--- src/rtl/picorv32_mem_arbiter_pkg.sv ---
// Shared types and constants for the PicoRV32 native-memory arbiter and its
// arbitration core.
package picorv32_mem_arbiter_pkg;

    localparam int GRANT_W = 3;
    localparam int TCNT_W  = 16;
    localparam logic [31:0] ERR_RDATA_DEFAULT = 32'hDEADBEEF;

    typedef enum logic {
        ST_IDLE = 1'b0,
        ST_BUSY = 1'b1
    } state_t;

    // Everything latched from the winning master except the address, whose
    // width is a parameter of the top.
    typedef struct packed {
        logic        instr;
        logic [3:0]  wstrb;
        logic [31:0] wdata;
    } mem_req_t;

    // Next search start after serving idx, wrapping at n.
    function automatic logic [GRANT_W-1:0] rr_next(input logic [GRANT_W-1:0] idx,
                                                   input int n);
        logic [GRANT_W:0] inc;
        inc = {1'b0, idx} + 1'b1;
        if (int'(inc) >= n) return '0;
        return inc[GRANT_W-1:0];
    endfunction

endpackage

--- src/rtl/picorv32_rr_arbiter.sv ---
// Combinational arbiter: round-robin from a start pointer, or fixed priority
// (lowest index wins). Produces a one-hot grant and its index.
module picorv32_rr_arbiter
    import picorv32_mem_arbiter_pkg::*;
#(
    parameter int N = 2
) (
    input  logic [N-1:0]       req,
    input  logic [GRANT_W-1:0] ptr,
    input  logic               fixed_pri,
    output logic [N-1:0]       gnt,
    output logic [GRANT_W-1:0] idx,
    output logic               any
);

    int   start;
    int   hi;
    int   lo;
    int   win;
    logic hi_any;
    logic lo_any;

    // Two scans: lowest request at or above the start pointer, else the lowest
    // request overall (the wrap-around case).
    always_comb begin
        start  = fixed_pri ? 0 : int'(ptr);
        hi     = 0;
        lo     = 0;
        hi_any = 1'b0;
        lo_any = 1'b0;
        for (int i = N - 1; i >= 0; i--) begin
            if (req[i]) begin
                lo_any = 1'b1;
                lo     = i;
                if (i >= start) begin
                    hi_any = 1'b1;
                    hi     = i;
                end
            end
        end
        win = hi_any ? hi : lo;
        any = lo_any;
        idx = GRANT_W'(win);
        gnt = '0;
        for (int i = 0; i < N; i++) begin
            gnt[i] = lo_any && (i == win);
        end
    end

endmodule

--- src/rtl/picorv32_mem_arbiter.sv ---
// N-master arbiter for the PicoRV32 native memory bus: one outstanding access
// at a time, optional slave-ready timeout completing with an error pulse.
module picorv32_mem_arbiter
    import picorv32_mem_arbiter_pkg::*;
#(
    parameter int          NUM_MASTERS   = 2,
    parameter int          ADDR_WIDTH    = 32,
    parameter int          PRIORITY_MODE = 0,
    parameter int          TIMEOUT       = 0,
    parameter logic [31:0] ERR_RDATA     = ERR_RDATA_DEFAULT
) (
    input  logic                              clk,
    input  logic                              resetn,
    input  logic [NUM_MASTERS-1:0]            m_mem_valid,
    input  logic [NUM_MASTERS-1:0]            m_mem_instr,
    output logic [NUM_MASTERS-1:0]            m_mem_ready,
    input  logic [NUM_MASTERS*ADDR_WIDTH-1:0] m_mem_addr,
    input  logic [NUM_MASTERS*32-1:0]         m_mem_wdata,
    input  logic [NUM_MASTERS*4-1:0]          m_mem_wstrb,
    output logic [NUM_MASTERS*32-1:0]         m_mem_rdata,
    output logic                              s_mem_valid,
    output logic                              s_mem_instr,
    input  logic                              s_mem_ready,
    output logic [ADDR_WIDTH-1:0]             s_mem_addr,
    output logic [31:0]                       s_mem_wdata,
    output logic [3:0]                        s_mem_wstrb,
    input  logic [31:0]                       s_mem_rdata,
    output logic [GRANT_W-1:0]                grant_id,
    output logic                              err_timeout
);

    state_t                 state;
    state_t                 state_nxt;
    logic [NUM_MASTERS-1:0] arb_gnt;
    logic [GRANT_W-1:0]     arb_idx;
    logic                   arb_any;
    logic [GRANT_W-1:0]     rr_ptr;
    logic [TCNT_W-1:0]      tcnt;
    logic [ADDR_WIDTH-1:0]  sel_addr;
    mem_req_t               sel_req;
    logic                   done_ok;
    logic                   expired;

    picorv32_rr_arbiter #(
        .N(NUM_MASTERS)
    ) u_arb (
        .req      (m_mem_valid),
        .ptr      (rr_ptr),
        .fixed_pri(PRIORITY_MODE != 0),
        .gnt      (arb_gnt),
        .idx      (arb_idx),
        .any      (arb_any)
    );

    always_comb begin
        sel_addr = '0;
        sel_req  = '0;
        for (int i = 0; i < NUM_MASTERS; i++) begin
            if (arb_gnt[i]) begin
                sel_addr      = m_mem_addr[i*ADDR_WIDTH +: ADDR_WIDTH];
                sel_req.instr = m_mem_instr[i];
                sel_req.wstrb = m_mem_wstrb[i*4 +: 4];
                sel_req.wdata = m_mem_wdata[i*32 +: 32];
            end
        end
    end

    // A slave ready in the expiry cycle wins: the access completes normally.
    always_comb begin
        state_nxt = state;
        done_ok   = 1'b0;
        expired   = 1'b0;
        case (state)
            ST_IDLE: if (arb_any) state_nxt = ST_BUSY;
            ST_BUSY: begin
                done_ok = s_mem_ready;
                expired = !s_mem_ready && (TIMEOUT != 0) && (tcnt == TCNT_W'(TIMEOUT));
                if (done_ok || expired) state_nxt = ST_IDLE;
            end
            default: state_nxt = ST_IDLE;
        endcase
    end

    always_comb begin
        m_mem_ready = '0;
        m_mem_rdata = '0;
        err_timeout = expired;
        for (int i = 0; i < NUM_MASTERS; i++) begin
            if ((done_ok || expired) && grant_id == GRANT_W'(i)) begin
                m_mem_ready[i]          = 1'b1;
                m_mem_rdata[i*32 +: 32] = done_ok ? s_mem_rdata : ERR_RDATA;
            end
        end
    end

    always_ff @(posedge clk or negedge resetn) begin
        if (!resetn) state <= ST_IDLE;
        else         state <= state_nxt;
    end

    always_ff @(posedge clk or negedge resetn) begin
        if (!resetn) begin
            s_mem_valid <= 1'b0;
            s_mem_instr <= 1'b0;
            s_mem_addr  <= '0;
            s_mem_wdata <= '0;
            s_mem_wstrb <= '0;
            grant_id    <= '0;
            rr_ptr      <= '0;
            tcnt        <= '0;
        end else if (state == ST_IDLE) begin
            if (arb_any) begin
                s_mem_valid <= 1'b1;
                s_mem_instr <= sel_req.instr;
                s_mem_addr  <= sel_addr;
                s_mem_wdata <= sel_req.wdata;
                s_mem_wstrb <= sel_req.wstrb;
                grant_id    <= arb_idx;
                tcnt        <= '0;
            end
        end else if (done_ok || expired) begin
            s_mem_valid <= 1'b0;
            rr_ptr      <= rr_next(grant_id, NUM_MASTERS);
        end else begin
            tcnt <= tcnt + 1'b1;
        end
    end

endmodule

--- config.mk ---
export PLATFORM = sky130hd
export DESIGN_NAME = picorv32_mem_arbiter
export DESIGN_NICKNAME = d
export VERILOG_FILES = /design/src/rtl/picorv32_mem_arbiter_pkg.sv /design/src/rtl/picorv32_rr_arbiter.sv /design/src/rtl/picorv32_mem_arbiter.sv
export SDC_FILE = /design/constraint.sdc
export NUM_CORES = 1
export LEC_CHECK = 0
export ABC_AREA = 1
export BUFFER_PORTS_ARGS = -buffer_cell sky130_fd_sc_hd__buf_2
export CORE_AREA = 4 4 121 123
export CTS_BUF_LIST = sky130_fd_sc_hd__clkbuf_8
export DETAILED_ROUTE_END_ITERATION = 7
export DIE_AREA = 0 0 125 127
export PLACE_DENSITY = 0.73
export RECOVER_POWER = 100
export SYNTH_ARGS = -nofsm -noshare
export SYNTH_HDL_FRONTEND = slang
export SYNTH_SLANG_ARGS = --single-unit
export TNS_END_PERCENT = 30
--- constraint.sdc ---
create_clock -name clk -period 1.8 [get_ports clk]
set_input_delay 0 -clock clk [delete_from_list [all_inputs] [get_ports clk]]
set_output_delay 0 -clock clk [all_outputs]
set_load 0.01 [all_outputs]
==> summary.txt <==
Run status
  – Status: finished, final reports clean

Timing
  – Min Tclk post-route: roughly 1700 ps
  – Slew headroom: 50.0%
  – Fin Clk Skew: 19.8 ps
  – Final setup fails: 0
  – Fin crit share: 93.8%
  – F_max: between 500 and 600 MHz
  – Slew Limit Fails: 0
  – Final hold vios: 0
  – Final hold slack: ~53 ps
  – Worst-margin pin slew: 750 ps
  – RSZ-0062 raised after global routing: true
  – Final WS setup: 112 ps

Finish
  – Share of cells above drive strength 1: 28.9%
  – Layout area overhead: 80.7%
  – Final core occ: 51.3%
  – Post-Layout Cell Count: 1,146
  – Final nets: between 1,000 and 1,500

Setup path
  – Crit end category: flip-flop
  – Critical path type: input pin to flip-flop
  – CP Launch Type: input pin
  – CP max FO: 35
  – R2R setup slack: 140 ps
  – Delay-heaviest family, CP: buffers and inverters
  – Max incr delay on CP: 560 ps
  – Worst r2r path cells: 6
  – Crit path launch: m_mem_valid[0]
  – Slowest-stage cell, CP: dlygate4sd3_1
  – WP data arrival: 1970 ps
  – Critical Path RT: approximately 2100 ps
  – WP buf/inv: 5
  – Worst reg2reg startpoint: rr_ptr[0]
  – Worst R2R End: s_mem_addr[17]
  – Crit path cell chain: dlygate4sd3_1 -> buf_2 -> nor2_2 -> nor2_4 -> inv_2 -> buf_6 -> nand2_1 -> nand2_1 -> dlygate4sd3_1
  – CP endpoint: s_mem_addr[20]
  – Critical path depth: 9

Routing
  – Wirelength, routed: around 19,000 um
  – DRT Pass-1 Iters: 7
  – Via Count: 5,646
  – DR iter-0 viols: approximately 310
  – Antenna Nets Post-Route: 0
  – Avg Vias per Cell: 4.93
  – Routed len/inst: 16.6 um
  – DRC violations left: 0

Clocking
  – Clk buf depth: 2
  – Post-CTS setup buffer count: 0
  – CTS sink cnt: 73
  – Num CTS Buffers: 9
  – CTS clk-pin slew, worst paths: 80 ps
  – Worst-Skew Late Latency: 360 ps
  – H-tree depth: 3
  – CTS root buf: clkbuf_8
  – CTS tree: built

Logic synthesis
  – Number of synthesized flops with an enable pin: 0
  – Ys flop type: dfrtp_1
  – Mapped cell area: 0.00388 mm^2
  – Mean Syn Cell Area: 7.36 um^2
  – Gate Count Post-Synth: around 530
  – Asr flop ratio synth: 100%
  – Post-synth top area share: ~47%
  – Top cells by area, synth: dfrtp_1, nand3_1, nand2_1, nor2_1, inv_1
  – YS warnings: 0
  – Sequential cell area fraction in the yosys report: a little under half
  – FF+latch count, synth: 73
  – Number of distinct library cells after synthesis: 17
  – Commonest cells post-synth: nand3_1, nand2_1, dfrtp_1
  – Most frequent cell after synthesis: nand3_1
  – Dominant cell type by area after synthesis: dfrtp_1

Power and ir drop
  – Leakage dissipation: 3.77 nW
  – Worst vdd ir: 0.365 mV
  – Total power: between 5 and 6 mW
  – Power density cells: 818 mW/mm^2

Die
  – Rows: 43
  – Die X: 125 um
  – Core ar.: 0.0137 mm^2
  – DIE AREA: between 0.015 and 0.02 mm^2
  – Initial Utilization: 28.4%
  – IO Count: 315
  – Die H: 127 um

Global route
  – Vias in the first global route: 5,942
  – Largest net degree at the start of global routing: 46
  – Overall routing resource usage: about 23%
  – First-pass GRT wire length: about 30,000 um
  – Global route overflow: 0
  – Initial antenna violation count: 2

Placement
  – Final HPWL DP: roughly 12,000 um
  – Placer Congestion: 0.860
  – Pre-CTS WS: 430 ps
  – I/O Buffers: 311
  – Placed Cells: 989

Hold path
  – Hold WC Path Type: input pin to flip-flop

Job
  – Max-cap violations: 0
cell families (layout without fill, tap and decap cells):
kind of cell / Yosys count / after routing / share of synthesized area (%)
buffers and inverters: 83 / 519 / 10.3
DFF: 73 / 73 / 47.1
AOI/OAI and AO/OA: 4 / 4 / 0.516
other: 1 / 4 / 0.0966
and+or+nand+nor: 366 / 366 / 42.1
per-layer routing:
| layer | share of wire, % | GRT usage (%) | vias up | wire [um] |
|---|---|---|---|---|
| met2 | 51 | 42.6 | 365 | 9780 |
| met5 | 0 | 0 | - | 0 |
| met3 | 6.9 | 5.48 | 126 | 1320 |
| met1 | 34 | 22.5 | 2589 | 6440 |
| li1 | - | - | 2566 | - |
| met4 | 8.0 | 17.0 | 0 | 1520 |
metrics by stage:
stage / cell area [um^2] / setup TNS [ps]
3_3_place_gp: 5520 / 0
4_1_cts: 7100 / 0
6_report: 7010 / 0
2_1_floorplan: 3890 / 0
5_1_grt: 7010 / -173
3_5_place_dp: 5520 / 0
flip-flops by register name (all words and copies together), names as in the netlist:
name and count:
s_mem_instr 1, s_mem_valid 1, rr_ptr 1, s_mem_addr 32, s_mem_wdata 32, s_mem_wstrb 4, grant_id 1, state 1
what timing repair did:
item / in CTS / in global routing
hold buffers: 140 / 0
resized for setup: 0 / 5
endpoints found under the hold margin: 143 / 0
setup endpoints to repair: 0 / 50
cell type report:
class                      count  area, um^2
multi-input combinational    373        1670
timing repair buffer         462        2960
inverter                      41         156
clock inverter                 6        41.3
tap                          180         225
antenna                        1        2.50
fill                        1277        6650
clock buffer                  10         138
sequential                    73        1830
placed cells by master, fill, tap and decap left out, types with 3 or more instances in the layout:
cell / instances
buf_2: 239
nand3_1: 191
dlygate4sd3_1: 140
nand2_1: 103
dfrtp_1: 73
clkbuf_1: 71
nor2_1: 66
inv_1: 36
clkbuf_8: 10
buf_4: 7
inv_2: 4
nor2_2: 3
conb_1: 3
clkinvlp_4: 3
where the power goes:
group          leakage, nW  internal [mW]  switching, mW
logic                 2.79          0.902           1.31
clock network       0.0847          0.539          0.683
registers            0.893           2.05          0.249
worst reg2reg max path: cells and delay by family, from the launching register on:
family	cells	cell delay, ps
AOI/OAI and AO/OA	1	350
buffers and inverters	1	550
DFF	1	400
and+or+nand+nor	4	310
worst min-delay path by stage:
| stage | start | end | slack [ps] | depth (start not counted) |
|---|---|---|---|---|
| final | s_mem_ready | rr_ptr[0] | 50 | 3 |
| after CTS | s_mem_ready | rr_ptr[0] | 30 | 3 |
| after floorplan | resetn | grant_id[0] | -300 | 0 |
| after global placement | resetn | s_mem_wdata[26] | -40 | 1 |
| after detailed placement | resetn | s_mem_wdata[26] | -50 | 1 |
| after global routing | s_mem_ready | rr_ptr[0] | 60 | 3 |
Power figures use the tool's default switching activity.
